[src/rtl/seq_divide_pkg.sv]
// Shared definitions for the iterative restoring divider: FSM state encoding
// and the helper that sizes the step counter from the quotient width.
package seq_divide_pkg;

    typedef enum logic {
        ST_IDLE = 1'b0,
        ST_CALC = 1'b1
    } state_e;

    // Counter must hold the value WIDTH_N itself, hence the +1.
    function automatic int cnt_width(input int width_n);
        return $clog2(width_n + 1);
    endfunction

endpackage

[src/rtl/seq_divide_div_step.sv]
// One combinational restoring-division step: shift in one dividend bit,
// trial-subtract the divisor, and emit the quotient bit.
module div_step #(
    parameter int WIDTH_D = 8
) (
    input  logic [WIDTH_D-1:0] rem_i,
    input  logic               bit_i,
    input  logic [WIDTH_D-1:0] divisor_i,
    output logic [WIDTH_D-1:0] rem_o,
    output logic               qbit_o
);

    logic [WIDTH_D:0]   trial;
    logic [WIDTH_D-1:0] diff;

    assign trial = {rem_i, bit_i};

    // The true difference is always below the divisor, so it fits in WIDTH_D
    // bits; a set trial MSB alone already guarantees trial >= divisor.
    assign diff   = trial[WIDTH_D-1:0] - divisor_i;
    assign qbit_o = trial[WIDTH_D] | (trial[WIDTH_D-1:0] >= divisor_i);
    assign rem_o  = qbit_o ? diff : trial[WIDTH_D-1:0];

endmodule

[src/rtl/seq_divide.sv]
// Iterative restoring divider producing one quotient bit per clock, with a
// start/busy/done handshake and an explicit divide-by-zero flag.
module seq_divide
    import seq_divide_pkg::*;
#(
    parameter int WIDTH_N = 8,
    parameter int WIDTH_D = 8
) (
    input  logic               clk,
    input  logic               rst,
    input  logic               start,
    input  logic [WIDTH_N-1:0] numerator,
    input  logic [WIDTH_D-1:0] denominator,
    output logic               busy,
    output logic               done,
    output logic [WIDTH_N-1:0] quotient,
    output logic [WIDTH_D-1:0] remain,
    output logic               div_zero
);

    localparam int CNT_W = cnt_width(WIDTH_N);

    state_e             state_q, state_d;
    logic [CNT_W-1:0]   cnt_q, cnt_d;
    logic [WIDTH_N-1:0] shift_q, shift_d;
    logic [WIDTH_D-1:0] divisor_q, divisor_d;
    logic [WIDTH_D-1:0] rem_q, rem_d;
    logic [WIDTH_N-1:0] quotient_q, quotient_d;
    logic [WIDTH_D-1:0] remain_q, remain_d;
    logic               div_zero_q, div_zero_d;
    logic               done_q, done_d;

    logic [WIDTH_D-1:0] step_rem;
    logic               step_qbit;

    div_step #(
        .WIDTH_D (WIDTH_D)
    ) u_step (
        .rem_i     (rem_q),
        .bit_i     (shift_q[WIDTH_N-1]),
        .divisor_i (divisor_q),
        .rem_o     (step_rem),
        .qbit_o    (step_qbit)
    );

    always_comb begin
        // NOTE: every next-state signal gets its hold value first, so no path
        // through this block can leave one unassigned and infer a latch.
        state_d    = state_q;
        cnt_d      = cnt_q;
        shift_d    = shift_q;
        divisor_d  = divisor_q;
        rem_d      = rem_q;
        quotient_d = quotient_q;
        remain_d   = remain_q;
        div_zero_d = div_zero_q;
        done_d     = 1'b0;

        unique case (state_q)
            ST_IDLE: begin
                if (start && (denominator != '0)) begin
                    shift_d   = numerator;
                    divisor_d = denominator;
                    rem_d     = '0;
                    cnt_d     = CNT_W'(WIDTH_N);
                    state_d   = ST_CALC;
                end else if (start) begin
                    quotient_d = '1;
                    remain_d   = '0;
                    div_zero_d = 1'b1;
                    done_d     = 1'b1;
                end
            end
            ST_CALC: begin
                shift_d = {shift_q[WIDTH_N-2:0], step_qbit};
                rem_d   = step_rem;
                cnt_d   = cnt_q - CNT_W'(1);
                if (cnt_q == CNT_W'(1)) begin
                    quotient_d = {shift_q[WIDTH_N-2:0], step_qbit};
                    remain_d   = step_rem;
                    div_zero_d = 1'b0;
                    done_d     = 1'b1;
                    state_d    = ST_IDLE;
                end
            end
            default: state_d = ST_IDLE;
        endcase
    end

    // NOTE: the operand/shift registers are reset too, so an aborted operation
    // leaves no stale partial state visible to a debugger or the next request.
    always_ff @(posedge clk) begin
        // NOTE: non-blocking assignments keep every register sampling the
        // pre-edge values, independent of statement order.
        if (rst) begin
            state_q    <= ST_IDLE;
            cnt_q      <= '0;
            shift_q    <= '0;
            divisor_q  <= '0;
            rem_q      <= '0;
            quotient_q <= '0;
            remain_q   <= '0;
            div_zero_q <= 1'b0;
            done_q     <= 1'b0;
        end else begin
            state_q    <= state_d;
            cnt_q      <= cnt_d;
            shift_q    <= shift_d;
            divisor_q  <= divisor_d;
            rem_q      <= rem_d;
            quotient_q <= quotient_d;
            remain_q   <= remain_d;
            div_zero_q <= div_zero_d;
            done_q     <= done_d;
        end
    end

    assign busy     = (state_q == ST_CALC);
    assign done     = done_q;
    assign quotient = quotient_q;
    assign remain   = remain_q;
    assign div_zero = div_zero_q;

endmodule

[config.mk]
export PLATFORM = sky130hd
export DESIGN_NAME = seq_divide
export DESIGN_NICKNAME = d
export VERILOG_FILES = /design/src/rtl/seq_divide_pkg.sv /design/src/rtl/seq_divide_div_step.sv /design/src/rtl/seq_divide.sv
export SDC_FILE = /design/constraint.sdc
export NUM_CORES = 1
export LEC_CHECK = 0
export CAP_MARGIN = 20
export CORE_MARGIN = 4
export CORE_UTILIZATION = 47
export CTS_CLUSTER_SIZE = 14
export DETAILED_ROUTE_END_ITERATION = 6
export PLACE_DENSITY = 0.75
export SLEW_MARGIN = 40
export SYNTH_ARGS = -nofsm -noshare
export SYNTH_HDL_FRONTEND = slang
export SYNTH_SLANG_ARGS = --single-unit
[constraint.sdc]
create_clock -name clk -period 2.6 [get_ports clk]
set_input_delay 0.52 -clock clk [delete_from_list [all_inputs] [get_ports clk]]
set_output_delay 0.52 -clock clk [all_outputs]
set_load 0.02 [all_outputs]
* Yosys cells after proc, flatten, opt, wreduce, memory -nomap -nowiden
Cells that the tools add are included.
** Word-level totals
- Register bits :: 47
- Input port bits :: 19
- Output and inout bits :: 19
** Cells by class
- Order comparisons :: 1
- Bitwise gates (word level) :: 2
- Equal/unequal tests :: 5
- Add/subtract/negate cells :: 2
- Muxes and demuxes :: 26
- Reduce and logical (&&, ||, !) cells :: 4
** Operator list (count)
- 8-bit 2-to-1 mux :: 9
- 8-bit case mux with 2 select lines :: 4
- 8-bit greater-or-equal comparator :: 1
- 1-bit 2-to-1 mux :: 8
- 4-bit case mux with 2 select lines :: 1
- 8-bit nonzero test :: 1
- 8-bit subtractor :: 1
- 2-bit inequality test, second input constant :: 3
- 1-bit case mux with 2 select lines :: 3
- 4-bit by 1-bit equality test with 1-bit output, second input constant :: 1
- 4-bit 2-to-1 mux :: 1
- 4-bit by 1-bit subtractor with 4-bit output, second input constant :: 1
- 3-bit AND reduction :: 1
- 2-bit by 1-bit inequality test with 1-bit output, second input constant :: 1
- 2-bit AND reduction :: 1
- 1-bit logical AND :: 1
- 1-bit inverter :: 1
- 1-bit OR :: 1

* Longest topological paths before layout
- Depth in word-level cells :: 5
- Mapped depth :: 10

* Cells and area by module
A second synthesis with hierarchy kept.
** Unflattened totals
- Cells, all modules :: 243
- Area, all modules :: 2341.0 µm²
** By module, submodules not included
- seq_divide :: seq. area each 940.9 µm², times used 1, area an instance 1820.5 µm², cells an instance 180
- div_step :: seq. area each 0.0 µm², times used 1, area an instance 520.5 µm², cells an instance 63

* Worst setup path before layout
OpenSTA, ideal clock, no wires.
- Path type :: reg2reg
- Start point :: register shift_q[7]
- End point :: register remain_q[3] (netlist: remain[3])
- Setup slack :: 0.134 ns
- Data arrival time :: 2.345 ns
- Library setup time :: 0.121 ns
- Cell stages (with the launch flop) :: 11
- Cells stage by stage :: dfxtp_1 > inv_1 > ha_1 > inv_1 > fa_1 > a211oi_1 > o21ai_1 > a221oi_4 > buf_6 > mux2i_1 > o21ai_1
** Between the ends
- Cells in the longest elaborated chain, start to end :: 5
- Elaborated cells on any way between the ends :: 6
** RTL lines
- start: declaration :: line seq_divide.sv:25 : logic [WIDTH_N-1:0] shift_q, shift_d;
- start signal: assignment :: line seq_divide.sv:108 : shift_q <= shift_d;
- 8-bit greater-or-equal comparator :: line seq_divide_div_step.sv:21 : assign qbit_o = trial[WIDTH_D] | (trial[WIDTH_D-1:0] >= divisor_i);
- 1-bit OR :: line seq_divide_div_step.sv:21
- 8-bit 2-to-1 mux (*) :: line seq_divide_div_step.sv:22 : assign rem_o = qbit_o ? diff : trial[WIDTH_D-1:0];
- 8-bit 2-to-1 mux (*) :: line seq_divide.sv:78 : if (cnt_q == CNT_W'(1)) begin
- 8-bit case mux with 2 select lines (*) :: line seq_divide.sv:59 : unique case (state_q)
- end signal: assignment :: line seq_divide.sv:112 : remain_q <= remain_d;
- end: declaration :: line seq_divide.sv:29 : logic [WIDTH_D-1:0] remain_q, remain_d;
Every way passes the cells marked *; elsewhere a longest branch is shown, timed or not. The select of a mux whose other input is x is not followed.
A chain may end at the register's enable or synchronous reset.

* Worst setup path in the final report
- Start point :: register shift_q[7]
- End point :: register remain_q[0] (netlist: remain[0])
The elaborated chain is that of the path after synthesis.

==> results.md <==
* Count of endpoints failing hold in the final timing report at 0
* Clock slew seen by the registers of the worst setup and hold paths at 0.09 ns
* Number of standard cells in the final layout excluding fillers at 344
* Unrepaired setup endpoints after global routing: no
* Overall via count from detail_route at 1947
* Max-slew violation count at 0
* Share of total power in combinational logic at 33.0%
* Pleak at 1.10 nW
* Fin crit share at 93.7%
* Worst-case clock skew at 0.00532 ns
* Max transition margin at 58.1%
* Avg Vias per Cell at 5.66
* Clock Tree Buf Depth at 2
* Vias in the first global route at 1911
* CORE AREA at 4500 um^2
* All-Layer GR Usage at 18.9%
* Count of unresolved DRC violations after routing at 0
* Post-route cell area at 2840 um^2
* Worst slew pin tran at 0.626 ns
* Wire length of the first global-routing pass at 9.07 mm
* Power per unit of standard cell area at 720 nW/um^2
* Total of max-cap violations at 0
* Series of cell instances along the critical path: inv_1, ha_1, inv_1, fa_1, a211oi_2, o21ai_1, a221oi_4, buf_12, mux2i_2, a22o_1
* Slowest stage cell on the critical path: fa_1
* Most frequent cell on the critical path: inv_1
* Placed cell count at 336
* Longest individual stage delay on the worst path at 0.42 ns
* Fraction of layout cells with a size suffix above 1 at 8.90%
* Async S/R FF share, synth at 0%
* Post-Place Cell Area at 2710 um^2
* Worst-skew pair later-pin latency at 0.30 ns
* Total Die Area at 5970 um^2
* Internal power contribution at 1.41 mW
* Site row count at 24
* Post-Synthesis Net Count at 281
* Largest fanout on the critical path at 15
* Worst min path class: flop to flop
* Fmax at 411 MHz
* Overflow after GRT at 0
* Initial cell density of the core at 50.1%
* Total wire length at 5.36 mm
* Clock Tree Root: clkbuf_8
* Count of antenna diodes in the layout at 0
* Final design utilization at 63.1%
* Most used DFF post-synth: dfxtp_1
* Clock power share at 27.3%
* Final HPWL from detailed placement at 4.09 mm
* Die span in x at 77.3 um
* IO buf count at 37
* Sw power at 630 uW
* Post-synthesis area per instance at 8.99 um^2
* DR pass1 iterations at 4
* Crit path capture type: flop
* Sequential cell area fraction in the yosys report at 41.7%
* Sequential group share of total power at 39.7%
* Total number of clock tree sinks at 47
* Number of flops mapped to enable cells by yosys at 0
* Die Y-Extent at 77.3 um
* # resized after CTS at 0
* Unique cell type count in the Yosys netlist at 45
* Setup_tns at 0 ns
* Average detailed-routed wire length per instance at 15.6 um
* Result of the run: finished, final reports clean
* Max rail drop VDD at 0.000357 V
* WS Path Type: flop to flop
* CTS tree: built
* Setup-violating endpoint count in the final report at 0
* Gp weighted congestion at 0.851
* Total setup buffers inserted after CTS at 0
* Tmin final at 2.44 ns
* Nature of the critical path startpoint: flop
* Cell Area, Synth at 2260 um^2
* Number of buffers inserted during clock tree synthesis at 5
* Remaining number of nets flagged by the antenna check after routing at 0
* Critical Path RT at 2.85 ns
* Area growth from synthesis to final layout at 25.9%
* H-Tree Depth at 2
* Count of routing violations after the opening detailed-route iteration at 176
* Warnings from Yosys at 0
* Final nets at 321
* Data arrival time of the critical path at 2.68 ns
* Number of antenna violations at the first check in global routing at 0
* Hold-fix buffers, CTS at 0
* Mapped Cells at 251
* Net switching fraction of the power at 30.8%
* Maximum number of pins on one net before global-route repair at 23
* Total I/O pin count at 38
* Number of synthesized register bits at 47
synthesized netlist by cell type, types with 5 or more instances:
master,count,share of area [%]
nand2_1,14,2.3
a211oi_1,10,3.3
o21ai_1,5,1.1
nor2_1,35,5.8
inv_1,23,3.8
mux2i_1,14,6.2
a21oi_1,9,2.0
dfxtp_1,47,42
a32oi_1,6,2.3
nand2b_1,5,1.4
ha_1,10,5.5
a222oi_1,7,3.1
clkbuf_1,9,1.5
o21ai_0,14,3.1
nor3_1,5,1.1
flip-flops by register name, indices dropped and copies added (netlist names):
name / cells
busy: 1
div_zero: 1
cnt_q: 4
remain: 8
divisor_q: 8
shift_q: 8
quotient: 8
done: 1
rem_q: 8
cells by family (layout without fill, tap and decap cells):
family | after synthesis | after routing | synth area share, %
flip-flops | 47 | 47 | 41.7
AND/OR/NAND/NOR | 75 | 75 | 16.1
buffers and inverters | 35 | 76 | 6.54
AO/OA/AOI/OAI | 65 | 65 | 21.5
multiplexers | 14 | 14 | 6.21
adder cells (fa/ha/maj) | 11 | 11 | 6.43
XOR/XNOR | 4 | 4 | 1.55
power groups by stage:
| stage | Clock [mW] | Combinational (mW) | Sequential (mW) |
|---|---|---|---|
| after CTS | 0.565 | 0.666 | 0.811 |
| final | 0.557 | 0.675 | 0.812 |
| after detailed placement | 0 | 0.661 | 0.828 |
| after floorplan | 0 | 0.478 | 0.824 |
| after global placement | 0 | 0.645 | 0.826 |
| after global routing | 0.601 | 0.745 | 0.819 |
worst paths after layout:
path	startpoint	end	slack, ns	cells past startpoint
hold / removal	remain[4]$_SDFFE_PP0P_	remain[4]$_SDFFE_PP0P_	0.45	2
setup reg to reg	shift_q[7]$_SDFFE_PP0P_	remain[0]$_SDFFE_PP0P_	0.16	10
setup / recovery	shift_q[7]$_SDFFE_PP0P_	remain[0]$_SDFFE_PP0P_	0.16	10
hold reg to reg	remain[4]$_SDFFE_PP0P_	remain[4]$_SDFFE_PP0P_	0.45	2
metal layers:
layer | part of all wire [%] | GRT usage [%] | up-vias
li1 | - | - | 986
met1 | 46 | 24.1 | 918
met2 | 50 | 32.0 | 39
met3 | 3.5 | 4.80 | 4
met4 | 0.88 | 4.45 | 0
met5 | 0 | 0 | -
critical path, delay by kind of cell (launching register included):
| family | cells | cell delay, ns |
|---|---|---|
| muxes | 1 | 0.24 |
| AOI/OAI and AO/OA | 4 | 0.89 |
| buffers and inverters | 3 | 0.34 |
| DFF | 1 | 0.32 |
| adders and majority gates | 2 | 0.59 |
through the flow:
stage / hold WS (ns) / total power, mW / setup WS [ns]
floorplan: 0.428 / 1.30 / 0.134
global placement: 0.445 / 1.47 / 0.104
detailed placement: 0.445 / 1.49 / 0.0609
CTS: 0.457 / 2.04 / 0.136
global route: 0.466 / 2.17 / 0.0127
finish: 0.451 / 2.04 / 0.164
placed cells by master, fill, tap and decap left out, types with 2 or more instances in the layout:
| cell | count |
|---|---|
| dfxtp_1 | 47 |
| clkdlybuf4s50_1 | 37 |
| nor2_1 | 35 |
| inv_1 | 23 |
| nand2_1 | 14 |
| o21ai_0 | 14 |
| mux2i_1 | 13 |
| ha_1 | 10 |
| a21oi_1 | 9 |
| a211oi_1 | 9 |
| a222oi_1 | 7 |
| buf_4 | 7 |
| a32oi_1 | 6 |
| clkbuf_8 | 6 |
| o21ai_1 | 5 |
| nand2b_1 | 5 |
| nor3_1 | 4 |
| xnor2_1 | 3 |
| or2_2 | 2 |
| nor2b_1 | 2 |
| nor4_1 | 2 |
| and3b_1 | 2 |
| a22o_1 | 2 |
cell type report:
type,count,area [um^2]
clock buffer,6,82.6
clock inverter,2,35.0
fill,408,1660
inverter,23,86.3
multi-input combinational,169,1190
sequential,47,941
tap,52,65.1
timing repair buffer,45,443
No activity file was read; power rests on OpenSTA's default activity.
